--- src/rtl/sumador_pkg.sv ---
// Shared definitions for the counting-adder sequence monitor.
// Latency: n/a (types and constants only).
// Backpressure: n/a.
package sumador_pkg;

  localparam int WORD_W       = 8;
  localparam int SYNC_LEN_DEF = 4;
  localparam int LOSS_LEN_DEF = 3;

  typedef enum logic [1:0] {
    ST_IDLE   = 2'b00,
    ST_SYNC   = 2'b01,
    ST_LOCKED = 2'b10
  } state_t;

endpackage

--- src/rtl/monitor_sumador8_if.sv ---
// Observation bus between the counting adder and its monitor, plus monitor status.
// Latency: n/a (wires only).
// Backpressure: none; samples are qualified by enable alone.
interface monitor_sumador8_if;
  import sumador_pkg::*;

  logic              enable;
  logic [WORD_W-1:0] c;
  logic              cout;
  logic              locked;
  logic              err;
  logic [7:0]        err_count;
  logic [7:0]        wrap_count;
  logic [1:0]        state;

  modport master (
    output enable, c, cout,
    input  locked, err, err_count, wrap_count, state
  );

  modport slave (
    input  enable, c, cout,
    output locked, err, err_count, wrap_count, state
  );
endinterface

--- src/rtl/sat_counter8.sv ---
// 8-bit event counter with synchronous clear, optionally saturating at 8'hFF.
// Latency: count updates one cycle after inc.
// Backpressure: none; inc is always accepted.
module sat_counter8 (
  input  logic       clk,
  input  logic       clr,
  input  logic       inc,
  input  logic       sat_en,
  output logic [7:0] count
);

  always_ff @(posedge clk) begin
    if (clr) begin
      count <= 8'h00;
    end else if (inc && !(sat_en && (count == 8'hFF))) begin
      count <= count + 8'd1;
    end
  end

endmodule

--- src/rtl/monitor_sumador8.sv ---
// Tracks an 8-bit counting adder's output stream, locks on it and flags sequence errors.
// Latency: all outputs registered, one cycle after the sample edge.
// Backpressure: none; every enabled sample is consumed.
module monitor_sumador8
  import sumador_pkg::*;
#(
  parameter int SYNC_LEN = SYNC_LEN_DEF,
  parameter int LOSS_LEN = LOSS_LEN_DEF
) (
  input  logic               clk,
  input  logic               rst,
  monitor_sumador8_if.slave  bus
);

  state_t            state_q, state_d;
  logic [WORD_W-1:0] exp_q, exp_d;
  logic              prev_ff_q, prev_ff_d;
  logic [3:0]        match_cnt_q, match_cnt_d;
  logic [3:0]        miss_cnt_q, miss_cnt_d;
  logic              err_q, err_d;
  logic              wrap_inc;
  logic              in_seq;
  logic [4:0]        match_sum;
  logic [4:0]        miss_sum;

  assign in_seq    = (bus.c == exp_q) && (bus.cout == prev_ff_q);
  assign match_sum = {1'b0, match_cnt_q} + 5'd1;
  assign miss_sum  = {1'b0, miss_cnt_q} + 5'd1;

  always_comb begin
    state_d     = state_q;
    exp_d       = exp_q;
    prev_ff_d   = prev_ff_q;
    match_cnt_d = match_cnt_q;
    miss_cnt_d  = miss_cnt_q;
    err_d       = 1'b0;
    wrap_inc    = 1'b0;

    if (bus.enable) begin
      // Always resync to what was observed, whatever the verdict.
      exp_d     = bus.c + 8'd1;
      prev_ff_d = (bus.c == 8'hFF);

      unique case (state_q)
        ST_IDLE: begin
          match_cnt_d = 4'd1;
          state_d     = ST_SYNC;
        end
        ST_SYNC: begin
          if (in_seq) begin
            match_cnt_d = match_sum[3:0];
            if (match_sum == 5'(SYNC_LEN)) begin
              state_d    = ST_LOCKED;
              miss_cnt_d = 4'd0;
            end
          end else begin
            match_cnt_d = 4'd1;
          end
        end
        ST_LOCKED: begin
          if (in_seq) begin
            miss_cnt_d = 4'd0;
            wrap_inc   = (bus.c == 8'h00) && bus.cout;
          end else begin
            err_d      = 1'b1;
            miss_cnt_d = miss_sum[3:0];
            if (miss_sum == 5'(LOSS_LEN)) begin
              state_d     = ST_SYNC;
              match_cnt_d = 4'd1;
            end
          end
        end
        default: state_d = ST_IDLE;
      endcase
    end
  end

  always_ff @(posedge clk) begin
    if (rst) begin
      state_q     <= ST_IDLE;
      exp_q       <= '0;
      prev_ff_q   <= 1'b0;
      match_cnt_q <= 4'd0;
      miss_cnt_q  <= 4'd0;
      err_q       <= 1'b0;
    end else begin
      state_q     <= state_d;
      exp_q       <= exp_d;
      prev_ff_q   <= prev_ff_d;
      match_cnt_q <= match_cnt_d;
      miss_cnt_q  <= miss_cnt_d;
      err_q       <= err_d;
    end
  end

  sat_counter8 err_cnt_u (
    .clk    (clk),
    .clr    (rst),
    .inc    (err_d),
    .sat_en (1'b1),
    .count  (bus.err_count)
  );

  sat_counter8 wrap_cnt_u (
    .clk    (clk),
    .clr    (rst),
    .inc    (wrap_inc),
    .sat_en (1'b0),
    .count  (bus.wrap_count)
  );

  assign bus.locked = (state_q == ST_LOCKED);
  assign bus.err    = err_q;
  assign bus.state  = state_q;

endmodule

--- src/flat_wrapper.sv ---
// flat-port wrapper written by rule: the top's interface ports become plain ports
module monitor_sumador8_flat import sumador_pkg::*;
#(
  parameter int SYNC_LEN = SYNC_LEN_DEF,
  parameter int LOSS_LEN = LOSS_LEN_DEF
)
  (clk, rst, bus_enable, bus_c, bus_cout, bus_locked, bus_err, bus_err_count, bus_wrap_count, bus_state);
  monitor_sumador8_if bus_i ();
  input  logic clk;
  input  logic rst;
  input wire logic [$bits(bus_i.enable)-1:0] bus_enable;
  input wire logic [$bits(bus_i.c)-1:0] bus_c;
  input wire logic [$bits(bus_i.cout)-1:0] bus_cout;
  output wire logic [$bits(bus_i.locked)-1:0] bus_locked;
  output wire logic [$bits(bus_i.err)-1:0] bus_err;
  output wire logic [$bits(bus_i.err_count)-1:0] bus_err_count;
  output wire logic [$bits(bus_i.wrap_count)-1:0] bus_wrap_count;
  output wire logic [$bits(bus_i.state)-1:0] bus_state;
  assign bus_i.enable = bus_enable;
  assign bus_i.c = bus_c;
  assign bus_i.cout = bus_cout;
  assign bus_locked = bus_i.locked;
  assign bus_err = bus_i.err;
  assign bus_err_count = bus_i.err_count;
  assign bus_wrap_count = bus_i.wrap_count;
  assign bus_state = bus_i.state;
  monitor_sumador8 #(.SYNC_LEN(SYNC_LEN), .LOSS_LEN(LOSS_LEN)) u_core (.clk(clk), .rst(rst), .bus(bus_i));
endmodule
--- config.mk ---
export PLATFORM = sky130hd
export DESIGN_NAME = monitor_sumador8_flat
export DESIGN_NICKNAME = d
export VERILOG_FILES = /design/src/rtl/sumador_pkg.sv /design/src/rtl/monitor_sumador8_if.sv /design/src/rtl/sat_counter8.sv /design/src/rtl/monitor_sumador8.sv /design/src/flat_wrapper.sv
export SDC_FILE = /design/constraint.sdc
export NUM_CORES = 1
export LEC_CHECK = 0
export CAP_MARGIN = 20
export CORE_UTILIZATION = 55
export DETAILED_ROUTE_END_ITERATION = 16
export DONT_BUFFER_PORTS = 1
export PLACE_DENSITY = 0.7
export SETUP_SLACK_MARGIN = 0.1
export SLEW_MARGIN = 15
export SYNTH_ARGS = -nofsm -noshare
export SYNTH_HDL_FRONTEND = slang
export SYNTH_SLANG_ARGS = --single-unit
--- constraint.sdc ---
create_clock -name clk -period 3.33 [get_ports clk]
set_clock_uncertainty 0.1 [all_clocks]
set_input_delay 0.666 -clock clk [delete_from_list [all_inputs] [get_ports clk]]
set_output_delay 0.666 -clock clk [all_outputs]
set_load 0.05 [all_outputs]
# [After elaboration in Yosys (flattened, before gate mapping)]
# Index checks and enable logic that the tools add are counted.
# W data, S select, Z words.
[totals] register_bits=36 inputBits=12 out_inout_bits=20 word_cells=55
[op_classes] add_sub_neg=5 eq_ne=12 n_mux=19 reduce_logical=11
[ops] operator="$add A8 B1 Y8 const B" count=3
[ops] operator="$mux W4" count=6
[ops] operator="$eq A8 B8 Y1 const B" count=2
[ops] operator="$pmux W4 S3" count=1
[ops] operator="$add A4 B1 Y5 const B" count=2
[ops] operator="$eq A8 B8 Y1" count=1
[ops] operator="$logic_not A8 Y1" count=1
[ops] operator="$mux W2" count=4
[ops] operator="$pmux W4 S2" count=1
[ops] operator="$reduce_and A4 Y1" count=2
[ops] operator="$mux W1" count=6
[ops] operator="$ne A2 B1 Y1 const B" count=3
[ops] operator="$pmux W2 S3" count=1
[ops] operator="$eq A5 B2 Y1 const B" count=1
[ops] operator="$eq A5 B3 Y1 const B" count=1
[ops] operator="$reduce_and A5 Y1" count=1
[ops] operator="$logic_and A1 B1 Y1" count=3
[ops] operator="$reduce_bool A3 Y1" count=1
[ops] operator="$eq A2 B1 Y1 const B" count=1
[ops] operator="$eq A2 B2 Y1 const B" count=1
[ops] operator="$logic_not A2 Y1" count=1
[ops] operator="$ne A2 B2 Y1 const B" count=1
[ops] operator="$reduce_bool A2 Y1" count=1
[ops] operator="$eq A1 B1 Y1" count=1
[ops] operator="$logic_not A1 Y1" count=1

# [Depth between registers and ports, before layout]
[logic_depth] ltp_word=6 depth_mapped=8 depth_no_buf=7

# [Cells and area by module]
# Synthesis repeated with hierarchy kept, for this count alone.
[unflattened] hier_cells=247 area_unflattened_um2=2209.6
[modules_own_cells] mod="monitor_sumador8" n_inst=1 cells_each=149 area_each_um2=1268.7 seq_area_each_um2=400.4
[modules_own_cells] mod="sat_counter8" n_inst=2 cells_each=49 area_each_um2=470.5 seq_area_each_um2=160.2

# [Worst setup path before layout]
# Ideal clock, no wire load.
[synth_path] path_kind="input -> register" from="input bus_c[4]" to="register u_core.wrap_cnt_u.count[7]" setup_time_ns=0.070 t_arrival_ns=2.664 required_ns=3.160 setup_slack_ns=0.496 cell_stages=8 n_path_buf=3 path_cell_list="buf_6 > xor2_1 > or3_1 > buf_2 > or4_1 > buf_2 > or4_1 > a21oi_1"
[synth_between] elab_chain_cells=5 elab_cells_between_ends=7 cone_classes="1 x eq/ne; 3 x mux; 3 x reduce/logical"
[synth_lines] element="start: declaration" line_no="flat_wrapper.sv:12" source="input wire logic [$bits(bus_i.c)-1:0] bus_c;"
[synth_lines] element="$eq A8 B8 Y1 / $logic_not A8 Y1 (equally long branches)" line_no="monitor_sumador8.sv:26, monitor_sumador8.sv:63"
[synth_lines] element="$logic_and A1 B1 Y1, on equally long branches" line_no="monitor_sumador8.sv:26, monitor_sumador8.sv:63"
[synth_lines] element="$mux W1 (*)" line_no="monitor_sumador8.sv:61" source="if (in_seq) begin"
[synth_lines] element="$mux W1 (*)" line_no="monitor_sumador8.sv:44" source="unique case (state_q)"
[synth_lines] element="$mux W1 (*)" line_no="monitor_sumador8.sv:39" source="if (bus.enable) begin"
[synth_lines] element="end signal: assignment" line_no="sat_counter8.sv:16" source="count <= count + 8'd1;"
[synth_lines] element="end: declaration" line_no="sat_counter8.sv:9" source="output logic [7:0] count"
# Mark *: on every way between the ends. The rest lies on a longest branch, timed or not.
# A chain may end at the register's enable or synchronous reset.

# [Final worst setup path]
[layout_path] from="register u_core.err_cnt_u.count[0]" to="register u_core.err_cnt_u.count[5]"
[layout_between] elab_chain_cells=3 elab_cells_between_ends=4 cone_classes="1 x add/sub; 1 x eq/ne; 2 x reduce/logical"
[layout_lines] element="start: declaration" line_no="sat_counter8.sv:9"
[layout_lines] element="start signal: assignment" line_no="sat_counter8.sv:16"
[layout_lines] element="branches (longest 3 deep; another with $add A8 B1 Y8)"
# Several ways; the timed one is not identified.

==> results by group <==
STA
  • Crit path time final: around 2.6 ns
  • F_max: around 380 MHz
  • Slew @ Worst Pin: approximately 0.64 ns
  • Final period utilization: 0.792
  • Slew margin rel.: 0.574
  • Slew Limit Fails: 0
  • Final Hold Violating Endpoints: 0
  • Setup violators final: 0
  • RSZ-0062 raised after global routing: no
  • TNS Setup: 0 ns

Synthesis
  • Syn avg cell area: approximately 8.4 sq um
  • EDFF count, synth: 0
  • Async S/R FF share, synth: 0
  • FF+latch count, synth: 36
  • Primary FF master, synth: dfxtp_1
  • Gate count of the mapped netlist: 239
  • Yosys warns: 0
  • Synth Cell Area: a little over 2000 sq um
  • Mapped Nets: between 200 and 300
  • Seq/Total Area, Yosys: 0.357
  • Area contributors post-synth: dfxtp_1 (36%), xnor2_1 (4.8%), ha_1 (4.3%), nor2_1 (4.1%), a21oi_1 (4.0%)
  • Yosys top cell by area: dfxtp_1
  • Cell variety after synth: 48
  • Top-area cell type share of the netlist area: 0.357

Floorplanning
  • Initial Utilization: 0.591
  • # IOs: 32
  • Core area: ~3400 sq um
  • Core Rows: 21
  • Die X: ~63 microns
  • Die area: around 4000 sq um
  • DIE HEIGHT: 62.6 microns

Worst setup path
  • R2r worst-path depth: 6
  • Reg2reg start: u_core.err_cnt_u.count[0]
  • Critical Path AT: 2.83 ns
  • Critical path required time: between 3 and 4 ns
  • Worst setup path class: register to register
  • Critical-path maximum fanout: 10
  • Worst setup EP type: register
  • Reg-to-reg endpoint: u_core.err_cnt_u.count[5]
  • R2R setup slack: around 0.7 ns
  • Startpoint Class: register

Placement
  • Port bufs: 0
  • Final HPWL DP: 3090 microns
  • GPL Wtd Cong: a little under 0.9

Clock tree
  • # clock sinks: 36
  • PostCTS Resize Cnt: 0
  • Clk_lat worst skew: ~0.36 ns
  • CTS clk-pin slew, worst paths: 0.12 ns
  • CTS tree: built
  • # Post-CTS Setup Buffers: 0
  • CTS root buf: clkbuf_4
  • CTS Buf Count: 5
  • Max Root-Sink Buffers: 2
  • CTS H-tree lvls: 2
  • Hold_buf cts: 0

Drt
  • Post-Route WL: between 4000 and 5000 microns
  • DR DRC count: 0
  • DRT iter0 DRCs: 66
  • Routed len/inst: about 15 microns
  • Antenna-violating nets left: 0
  • TritonRoute pass-1 iters: 6
  • Vias: between 1500 and 2000
  • Via/cell ratio: around 6.2

Global routing
  • Vias in the first global route: between 1500 and 2000
  • Total track usage: 0.252
  • GRT Max-Usage Layer: met2
  • Met2 Use GR: 0.427
  • GR Overflow Total: 0
  • Met1 Usage GRT: 0.282
  • Met3 Resource Use GR: 0.0693
  • Initial antenna violation count: 0
  • Pin count of the biggest net entering global routing: 42
  • Global-route wire length before repair: 7850 microns

Cells and area
  • Post-layout util: 0.626
  • NumNets Final: about 260
  • Fillcell total: roughly 320
  • N_diodes: 0
  • Share of layout cells above drive strength 1: 0.0875
  • Syn-to-layout area delta: 5.89%

Power
  • Power per cell area: about 380 nW/um^2
  • Leak: ~0.77 nW
  • Worst vdd ir: approximately 0.00027 V

Status
  • Status: finished clean

Min path
  • Hold path cells: 1
  • Min-delay src: rst
  • WHS Endpoint: u_core.match_cnt_q[0]
  • Type of the worst min-delay path: input port to register

Run
  • Max-cap violations: 0
## power breakdown
group	switching [mW]	internal [mW]	total [mW]
combinational	0.0305	0.0261	0.0566
clock	0.154	0.157	0.312
sequential	0.00626	0.439	0.446
total	0.191	0.623	0.814
## cells in the mapped netlist, drive strengths merged (5+ instances only)
cell / number
a211oi: 10
a21oi: 16
and3: 5
buf: 5
clkbuf: 8
dfxtp: 36
ha: 7
inv: 9
nand2: 15
nand3: 8
nand4: 5
nor2: 22
nor2b: 5
nor4: 5
o21ai: 5
o31ai: 7
or3: 7
or4: 8
xnor2: 11
xor2: 5
## cell usage in the layout, fill, tap and decap left out, types with 3 or more instances in the layout
| cell | count |
|---|---|
| or4_1 | 8 |
| nor4_1 | 5 |
| clkbuf_4 | 5 |
| or3_1 | 7 |
| o31ai_1 | 7 |
| xnor2_1 | 11 |
| a211oi_1 | 10 |
| inv_1 | 9 |
| nor2b_1 | 5 |
| o21ai_0 | 5 |
| nor4bb_1 | 3 |
| buf_4 | 6 |
| nor2_1 | 22 |
| nand3_1 | 8 |
| nand4_1 | 5 |
| a21oi_1 | 16 |
| and3_1 | 5 |
| xor2_1 | 5 |
| nand2_1 | 15 |
| dfxtp_1 | 36 |
| mux2_2 | 3 |
| ha_1 | 7 |
## worst max path at each step
stage	from	endpoint	cells past startpoint
after floorplan	bus_c[4]	u_core.wrap_cnt_u.count[7]	8
after global placement	bus_c[4]	u_core.wrap_cnt_u.count[7]	5
after detailed placement	bus_c[4]	u_core.wrap_cnt_u.count[7]	5
after CTS	u_core.err_cnt_u.count[0]	u_core.err_cnt_u.count[5]	6
after global routing	u_core.err_cnt_u.count[0]	u_core.err_cnt_u.count[5]	6
final	u_core.err_cnt_u.count[0]	u_core.err_cnt_u.count[5]	6
## kinds of logic after synthesis
| logic type | Yosys count | share of synthesized area |
|---|---|---|
| fa+ha+maj | 7 | 0.0434 |
| xor+xnor | 16 | 0.0694 |
| compound gates | 55 | 0.185 |
| buf+inv | 22 | 0.0465 |
| flops | 36 | 0.357 |
| simple gates | 99 | 0.277 |
| mux | 4 | 0.0217 |
## routing by layer
| layer | share of wire | up-vias | wire length, microns |
|---|---|---|---|
| met2 | 0.49 | 37 | 2140 |
| li1 | - | 885 | - |
| met4 | 0.015 | 0 | 64 |
| met5 | 0 | - | 0 |
| met3 | 0.050 | 8 | 219 |
| met1 | 0.45 | 857 | 1970 |
## per-stage QoR
| step | hold slack [ns] | setup WS [ns] | power [mW] | area (sq um) | std cells |
|---|---|---|---|---|---|
| 6_report | 0.262 | 0.691 | 0.814 | 2140 | 286 |
| 5_1_grt | 0.242 | 0.566 | 0.850 | 2140 | 286 |
| 4_1_cts | 0.251 | 0.704 | 0.820 | 2140 | 286 |
| 3_5_place_dp | 0.370 | 0.506 | 0.511 | 2060 | 278 |
| 3_3_place_gp | 0.369 | 0.564 | 0.509 | 2060 | 278 |
| 2_1_floorplan | 0.353 | 0.496 | 0.512 | 2020 | 239 |
## critical path, stage by stage (launching register included)
cell and delay (ns):
dfxtp_1 0.52, ha_1 0.32, and3_1 0.21, and3_1 0.27, or3b_2 0.53, or4_1 0.48
a21oi_1 0.15
## area by class of cell
cell class | instances | area [sq um] | share of cell area
Tap cell | 46 | 57.6 | 0.0269
Clock inverter | 2 | 35.0 | 0.0164
Sequential cell | 36 | 721 | 0.337
Inverter | 9 | 33.8 | 0.0158
Multi-Input combinational cell | 181 | 1200 | 0.563
Timing Repair Buffer | 6 | 45.0 | 0.0211
Clock buffer | 6 | 41.3 | 0.0193
## flip-flops by register name, summed over array words and instances (netlist names)
register	count
u_core.exp_q	8
u_core.bus.state	2
u_core.prev_ff_q	1
u_core.match_cnt_q	4
u_core.wrap_cnt_u.count	8
u_core.bus.err	1
u_core.err_cnt_u.count	8
u_core.miss_cnt_q	4
No activity file was read; power rests on OpenSTA's default activity.
